## src/rtl/sipo_rx.sv

```systemverilog
// Serial-in, parallel-out receiver: assembles LSB-first WIDTH-bit words from a
// bit-enabled serial stream and hands them off through a one-word valid/ready holding register.
module sipo_rx #(
    parameter int WIDTH = 4
) (
    input  logic             clk,
    input  logic             rst,
    input  logic             sin,
    input  logic             shift,
    input  logic             clr,
    output logic [WIDTH-1:0] out_data,
    output logic             out_valid,
    input  logic             out_ready,
    output logic             overrun,
    output logic             busy
);

    localparam int            CW   = $clog2(WIDTH);
    localparam logic [CW-1:0] LAST = CW'(WIDTH - 1);

    localparam logic [0:0] ST_EMPTY = 1'b0;
    localparam logic [0:0] ST_FULL  = 1'b1;

    logic [WIDTH-1:0] sr;
    logic [CW-1:0]    cnt;
    logic [0:0]       state, state_nxt;

    logic             take;
    logic             complete;
    logic             accept;
    logic             load;
    logic             drop;
    logic [WIDTH-1:0] word;

    // clr wins over shift, so a flush cycle never samples sin or completes a word
    assign take     = shift & ~clr;
    assign complete = take & (cnt == LAST);
    assign word     = {sin, sr[WIDTH-1:1]};

    assign out_valid = (state == ST_FULL);
    assign accept    = out_valid & out_ready;
    assign load      = complete & (~out_valid | out_ready);
    assign drop      = complete & out_valid & ~out_ready;
    assign busy      = (cnt != '0);

    // Shift register and bit counter
    always_ff @(posedge clk or negedge rst) begin
        if (!rst) begin
            sr  <= '0;
            cnt <= '0;
        end else if (clr) begin
            sr  <= '0;
            cnt <= '0;
        end else if (take) begin
            sr  <= word;
            cnt <= complete ? '0 : cnt + CW'(1);
        end
    end

    // Holding register state: FULL stays FULL when an accept and a completion coincide
    always_comb begin
        state_nxt = state;
        case (state)
            ST_EMPTY: if (complete)            state_nxt = ST_FULL;
            ST_FULL:  if (accept && !complete) state_nxt = ST_EMPTY;
            default:                           state_nxt = ST_EMPTY;
        endcase
    end

    always_ff @(posedge clk or negedge rst) begin
        if (!rst) begin
            state    <= ST_EMPTY;
            out_data <= '0;
        end else begin
            state <= state_nxt;
            if (load) out_data <= word;
        end
    end

    // Sticky drop flag; only a flush or reset clears it
    always_ff @(posedge clk or negedge rst) begin
        if (!rst)      overrun <= 1'b0;
        else if (clr)  overrun <= 1'b0;
        else if (drop) overrun <= 1'b1;
    end

endmodule

```

## config.mk

```make
export PLATFORM = sky130hd
export DESIGN_NAME = sipo_rx
export DESIGN_NICKNAME = d
export VERILOG_FILES = /design/src/rtl/sipo_rx.sv
export SDC_FILE = /design/constraint.sdc
export NUM_CORES = 1
export LEC_CHECK = 0
export ABC_AREA = 1
export CORE_MARGIN = 2
export CORE_UTILIZATION = 25
export DETAILED_ROUTE_END_ITERATION = 10
export PLACE_DENSITY_LB_ADDON = 0.2
export SLEW_MARGIN = 20
export SYNTH_ARGS = -nofsm -noshare
export SYNTH_HDL_FRONTEND = slang
export SYNTH_SLANG_ARGS = --single-unit
```

## constraint.sdc

```tcl
create_clock -name clk -period 1.2 [get_ports clk]
set_input_delay 0.24 -clock clk [delete_from_list [all_inputs] [get_ports clk]]
set_output_delay 0.24 -clock clk [all_outputs]
set_load 0.02 [all_outputs]
```

# --- After elaboration in Yosys (flattened, before gate mapping) ---
# Cells that the tools add are included.
totals:
  regBits: 12
  inputBits: 6
  output_inout_bits: 7
  wordCells: 32
classes:
  n_addsub: 1
  eq_ne: 1
  n_mux: 10
  bitwise_logic: 10
  n_reduce_logical: 5
op_table:
  columns: ["cell", "count"]
  rows:
  - ["4-bit 2-to-1 mux", 2]
  - ["1-bit AND", 6]
  - ["2-bit 2-to-1 mux", 3]
  - ["2-bit nonzero test", 3]
  - ["1-bit 2-to-1 mux", 4]
  - ["1-bit NOT", 3]
  - ["2-bit by 1-bit adder with 2-bit output (second input constant)", 1]
  - ["2-bit == test (second input constant)", 1]
  - ["1-bit case mux with 2 select lines", 1]
  - ["1-bit logical AND", 1]
  - ["1-bit zero test", 1]
  - ["1-bit OR", 1]

# --- Longest topological paths before layout ---
# Gate-level depths: netlist (run 1).
depth:
  ltp_word: 7
  depth_mapped: 5
  ltp_nobuf: 5

# --- Worst setup path before layout (run 1) ---
# Ideal clock, no wire load.
synth_path:
  path_kind: "register -> register"
  from: "register state (netlist: out_valid)"
  to: "register out_data[0]"
  setup_time_ns: 0.117
  arrival_ns: 0.857
  required_time_ns: 1.083
  setup_slack_ns: 0.226
  path_stages_with_launch: 5
  n_path_buf: 0
  synth_period_minus_slack_ns: 0.974
  cell_sequence: "dfrtp_1 nand2_1 nand3_4 nand2_1 nand2_1"
synth_between:
  elab_chain_cells: 3
synth_rtl:
  columns: ["item", "line", "text"]
  rows:
  - ["start: declaration", "26", "logic [0:0] state, state_nxt;"]
  - ["start signal: assignment", "75", "state <= state_nxt;"]
  - ["1-bit NOT", null, null]
  - ["1-bit OR", "42", "assign load = complete & (~out_valid | out_ready);"]
  - ["1-bit AND", "42", null]
  - ["end signal: assignment", "76", "if (load) out_data <= word;"]
  - ["end: declaration", "11", "output logic [WIDTH-1:0] out_data,"]
# No other way between the ends.
# A chain may end at the register's enable or synchronous reset.

# --- Final worst setup path (run 1) ---
layout_path:
  from: "register cnt[0]"
  to: "output busy"
layout_between:
  elab_chain_cells: 1
layout_rtl:
  columns: ["item", "line", "text"]
  rows:
  - ["start: declaration", "25", "logic [CW-1:0] cnt;"]
  - ["start signal: assignment", "56", "cnt <= complete ? '0 : cnt + CW'(1);"]
  - ["2-bit nonzero test", "44", "assign busy = (cnt != '0);"]
  - ["end: declaration", "15", "output logic busy"]
# No other way between the ends.

==> impl_metrics.yaml, run 1 <==
detailed_routing:
  top_layer_used: "met4"
  wl_met1_um: 448
  drt-total-wl_um: 938
  drt_iter0_markers: 6
  met2_length_um: 422
  drcViolationCount: 0
  vias_per_cell: 4.09
  wl_per_cell_um: 9.11
  postRouteAntennaNets: 0
  num_vias: 421
  drt-pass1-iter-count: 2
  met3WireLength_um: 43
pwr:
  pwr-share-seq: 0.503
  leakagePower_nw: 0.369
  switching_share: 0.258
  p_clk_frac: 0.304
  pwr-share-comb: 0.193
  p_int_w: 0.000591
  p_switching_w: 0.000205
  ir_drop_mv: 0.453
  p_per_area_nw_per_um2: 1090
timing:
  max_freq_ghz: 0.798
  clock_skew_ns: 0.00329
  min_period_over_period: 1.04
  fin_setup_tns_ns: -0.0526
  slew_violations: 0
  hold_violations: 0
  worstMarginPinSlew_ns: 0.234
  slew_headroom: 0.844
  min_period_ns: 1.25
  whs_ns: 0.264
  setup_viol: 1
  rsz0062_at_grt: "true"
  fin_ws_ns: -0.0526
placed_design:
  gp_congestion: 0.676
  dp.cells: 95
  dp_hpwl_um: 712
  portBuffers: 12
  dpl_cell_area_um2: 686
grt:
  grt_overflow: 0
  grt_antenna_before_repair: 0
  grt_max_degree: 12
  track_usage: 0.0993
  grt_pass1_wl_mm: 1.74
  grt_pass1_vias: 415
cells_and_area:
  fillerInstances: 210
  final_cells: 103
  stdcell_area_um2: 728
  mostFrequentLayoutCells: "15 x nand2_1, 11 x dfrtp_1, 8 x buf_4, 6 x clkbuf_2"
  nets: 85
  final_common_cell: "nand2_1"
  n_antenna_cell: 0
  drive_gt1_frac: 0.382
  area_growth_pct: 45.1
setup_path:
  arrival_ns: 1.01
  reg2reg_depth: 5
  cp-startpoint: "cnt[0]"
  crit_path_end_kind: "primary output"
  endpoint: "busy"
  worstPathRequired_ns: 0.96
  timing.rr.start: "cnt[0]"
  critPathKind: "reg -> out"
  ff2ff_setup_slack_ns: 0.12
  critPathMaxFanout: 2
  cp-start-kind: "register"
  r2r-end: "cnt[0]"
clock_network:
  cts_tree: "done"
  clk-insertion-delay-late_ns: 0.26
  htreeDepth: 1
  cts_root_buf: "clkbuf_4"
  clkSinkCount: 11
  cts_buffers: 3
  clk_pin_slew_ns: 0.07
  hold_buffers: 0
  ctsLongestPathBuffers: 2
synth:
  syn_nets: 60
  netlist_area_um2: 502
  ys_seq_area_frac: 0.549
  synth_seq_cells: 11
  syn_avg_cell_area_um2: 9.65
  ys_warn_count: 0
  yosysUniqueCellTypes: 14
  netlist_instances: 52
min_path:
  hold_class: "in -> async"
floorplan:
  dieHeight_um: 48.8
  start_util: 0.261
  io_pins: 13
  rows: 16
  coreArea_um2: 1920
  die_area_um2: 2380
  fp.dieW_um: 48.8
job:
  drv_cap: 0
run_status:
  violations: "negative setup slack"
  status: "finished with violations"
-- area by class of cell --
class	instances	area [µm²]	area share
flip-flops and latches	11	275	0.378
multi-input cells	33	211	0.290
repair buffers	20	151	0.208
well taps	27	33.8	0.0464
inverters	8	30.0	0.0412
clock buffers	4	26.3	0.0361
-- sequential cells by signal (all words and copies together), names as in the netlist --
signal / cells
out_valid: 1
cnt: 2
sr: 3
out_data: 4
overrun: 1
-- Yosys cell counts --
cell type,n,area [µm²]
dfrtp_1,11,275
ha_1,2,25.0
inv_1,6,22.5
inv_2,2,7.51
nand2_1,15,56.3
nand2_2,2,12.5
nand3_1,1,5.00
nand3_4,1,17.5
nand4_1,4,25.0
nor2_1,1,3.75
nor2_8,1,20.0
o21ai_0,1,5.00
o21ai_1,4,20.0
o22ai_1,1,6.26
-- stage by stage --
stage / setup slack, ns / util / power, W
finish: -0.0526 / 0.379 / 0.000796
global route: -0.0993 / 0.379 / 0.000862
CTS: -0.0582 / 0.389 / 0.000816
detailed placement: -0.271 / 0.357 / 0.000546
global placement: -0.258 / 0.357 / 0.000543
floorplan: 0.226 / - / 0.000472
-- routing by layer --
metal / up-vias / global-route usage
met5: - / 0
met3: 2 / 0.0429
met2: 7 / 0.144
met4: 0 / 0.0762
li1: 216 / -
met1: 196 / 0.115
-- worst max-delay path, cell delays in order (launching register included) --
cell	delay, ns
dfrtp_1	0.39
inv_2	0.09
ha_4	0.13
inv_2	0.03
buf_6	0.11
-- power by group through the flow --
stage               Sequential, W  Clock (W)  Combinational (W)
finish                   0.000401   0.000242           0.000154
global route             0.000404   0.000288           0.000171
global placement         0.000407          0           0.000136
CTS                      0.000400   0.000259           0.000157
floorplan                0.000420          0          0.0000523
detailed placement       0.000408          0           0.000138
-- kinds of logic after synthesis --
group,after synthesis,share of synthesized area
adder cells (fa/ha/maj),2,0.0499
AND/OR/NAND/NOR,25,0.279
buffers and inverters,8,0.0599
flip-flops,11,0.549
AO/OA/AOI/OAI,6,0.0623
-- worst min-delay path by stage --
| stage | cells after the start | slack, ns | end | start |
|---|---|---|---|---|
| 2_1_floorplan | 0 | -0.06 | cnt[0] | rst |
| 3_3_place_gp | 2 | 0.45 | out_data[2] | out_data[2] |
| 3_5_place_dp | 2 | 0.46 | out_data[1] | out_data[1] |
| 4_1_cts | 2 | 0.26 | out_data[3] | rst |
| 5_1_grt | 2 | 0.27 | out_data[0] | rst |
| 6_report | 2 | 0.26 | cnt[1] | rst |
-- what timing repair did --
action / CTS / global route
gates resized for setup: 23 / 7
setup endpoints to repair: 7 / 12
setup buffers: 3 / 1
Note: power is estimated with default switching activity, not from simulation.
==> inputs of run 2 (changes only) <==
Settings changed: CORE_UTILIZATION 25 to 30, REMOVE_ABC_BUFFERS set to 1.
==> impl_metrics.yaml, run 2 (synthesis gave the netlist of run 1 again) <==
setup_path:
  cp_top_family: "flip-flops"
  crit_path_end_kind: "primary output"
  cp-start-kind: "register"
  arrival_ns: 1.00
  crit_top_cell: "inv_2"
  crit_buf_inv: 3
  cpPeakStageDelay_ns: 0.39
  critPathKind: "reg -> out"
  slowest_stage: "dfrtp_1"
  crit_path_cell_trace: "inv_2 > ha_4 > inv_2 > buf_6"
  worstPathRequired_ns: 0.96
  critPathMaxFanout: 2
detailed_routing:
  drt_iter0_markers: 8
  drcViolationCount: 0
  postRouteAntennaNets: 0
  drt-pass1-iter-count: 4
  wl_per_cell_um: 9.98
  drt-total-wl_um: 918
  num_vias: 414
  vias_per_cell: 4.50
timing:
  worstMarginPinSlew_ns: 0.238
  whs_ns: 0.268
  min_period_ns: 1.24
  fin_setup_tns_ns: -0.0448
  clock_skew_ns: 0.000393
  hold_violations: 0
  slew_violations: 0
  max_freq_ghz: 0.803
  slew_headroom: 0.841
  min_period_over_period: 1.04
  rsz0062_at_grt: "true"
  fin_ws_ns: -0.0448
  setup_viol: 1
floorplan:
  fp.dieW_um: 44.9
  coreArea_um2: 1540
  die_area_um2: 2020
  rows: 14
  io_pins: 13
  dieHeight_um: 44.9
  start_util: 0.325
cells_and_area:
  stdcell_area_um2: 714
  n_antenna_cell: 0
  regMostFlops: "out_data"
  fillerInstances: 165
  final_cells: 92
  final_common_cell: "nand2_1"
  mostFrequentLayoutCells: "15 x nand2_1, 11 x dfrtp_1, 8 x buf_4, 6 x clkbuf_2"
  area_growth_pct: 42.4
  finish.utilization: 0.463
  top_regs: "out_data x4, sr x3, cnt x2"
  largest_reg_flops: 4
  nets: 85
  drive_gt1_frac: 0.382
grt:
  use_met2: 0.188
  grt_use_met1: 0.148
  track_usage: 0.123
  grt_busiest_layer: "met2"
  grt_pass1_vias: 409
  grt_overflow: 0
  grt_antenna_before_repair: 0
  grt_max_degree: 12
  grt_pass1_wl_mm: 1.73
  grtUsageMet3: 0.0480
pwr:
  switching_share: 0.260
  p_per_area_nw_per_um2: 1110
  pwr-share-seq: 0.504
  leakagePower_nw: 0.369
  pwr-share-comb: 0.187
  ir_drop_mv: 0.622
  p_switching_w: 0.000206
  p_clk_frac: 0.309
  p_int_w: 0.000588
placed_design:
  dp.cells: 86
  portBuffers: 12
  gp_congestion: 0.743
  dp_hpwl_um: 669
  dpl_cell_area_um2: 687
clock_network:
  htreeDepth: 1
  cts_tree: "done"
  ctsLongestPathBuffers: 2
  clk-insertion-delay-late_ns: 0.26
  cts_root_buf: "clkbuf_4"
  clk_pin_slew_ns: 0.07
  cts_buffers: 3
  clkSinkCount: 11
  hold_buffers: 0
run_status:
  violations: "negative setup slack"
  status: "finished with violations"
min_path:
  hold_class: "in -> async"
job:
  drv_cap: 0
[run 2: metrics by stage]
stage          setup slack [ns]  power [W]
2_1_floorplan             0.226   0.000472
3_3_place_gp             -0.225   0.000548
3_5_place_dp             -0.242   0.000549
4_1_cts                 -0.0574   0.000822
5_1_grt                 -0.0979   0.000852
6_report                -0.0448   0.000794
[run 2: path summary, 6_finish.rpt]
path                             start           to  slack (ns)  cells after the start
max in group asynchronous          rst      overrun        0.79                      2
max reg2reg                     cnt[0]  out_data[0]        0.13                      5
min in group clk           out_data[3]  out_data[3]        0.47                      2
min                                rst  out_data[3]        0.27                      2
min reg2reg                out_data[3]  out_data[3]        0.47                      2
max                             cnt[1]         busy       -0.04                      4
[run 2: power groups by stage]
stage	clock, W	combinational (W)	sequential, W
final	0.000245	0.000148	0.000400
after floorplan	0	0.0000523	0.000420
after detailed placement	0	0.000143	0.000407
after CTS	0.000267	0.000156	0.000400
after global routing	0.000283	0.000167	0.000403
after global placement	0	0.000142	0.000406
[run 2: cell type report]
cell class | count | area [µm²] | area share
timing repair buffer | 20 | 151 | 0.212
clock buffer | 4 | 26.3 | 0.0368
multi-input combinational | 33 | 211 | 0.296
tap | 16 | 20.0 | 0.0280
sequential | 11 | 275 | 0.385
inverter | 8 | 30.0 | 0.0420
[run 2: metal layers]
metal | vias to the layer above | part of all wire
li1 | 219 | -
met5 | - | 0
met4 | 0 | 0.023
met2 | 11 | 0.49
met3 | 2 | 0.058
met1 | 182 | 0.43
[run 2: repair_timing]
action | CTS | global route
buffers inserted | 2 | 0
gates resized for setup | 23 | 7
setup endpoints to repair | 7 | 12
pin swaps | 1 | 0
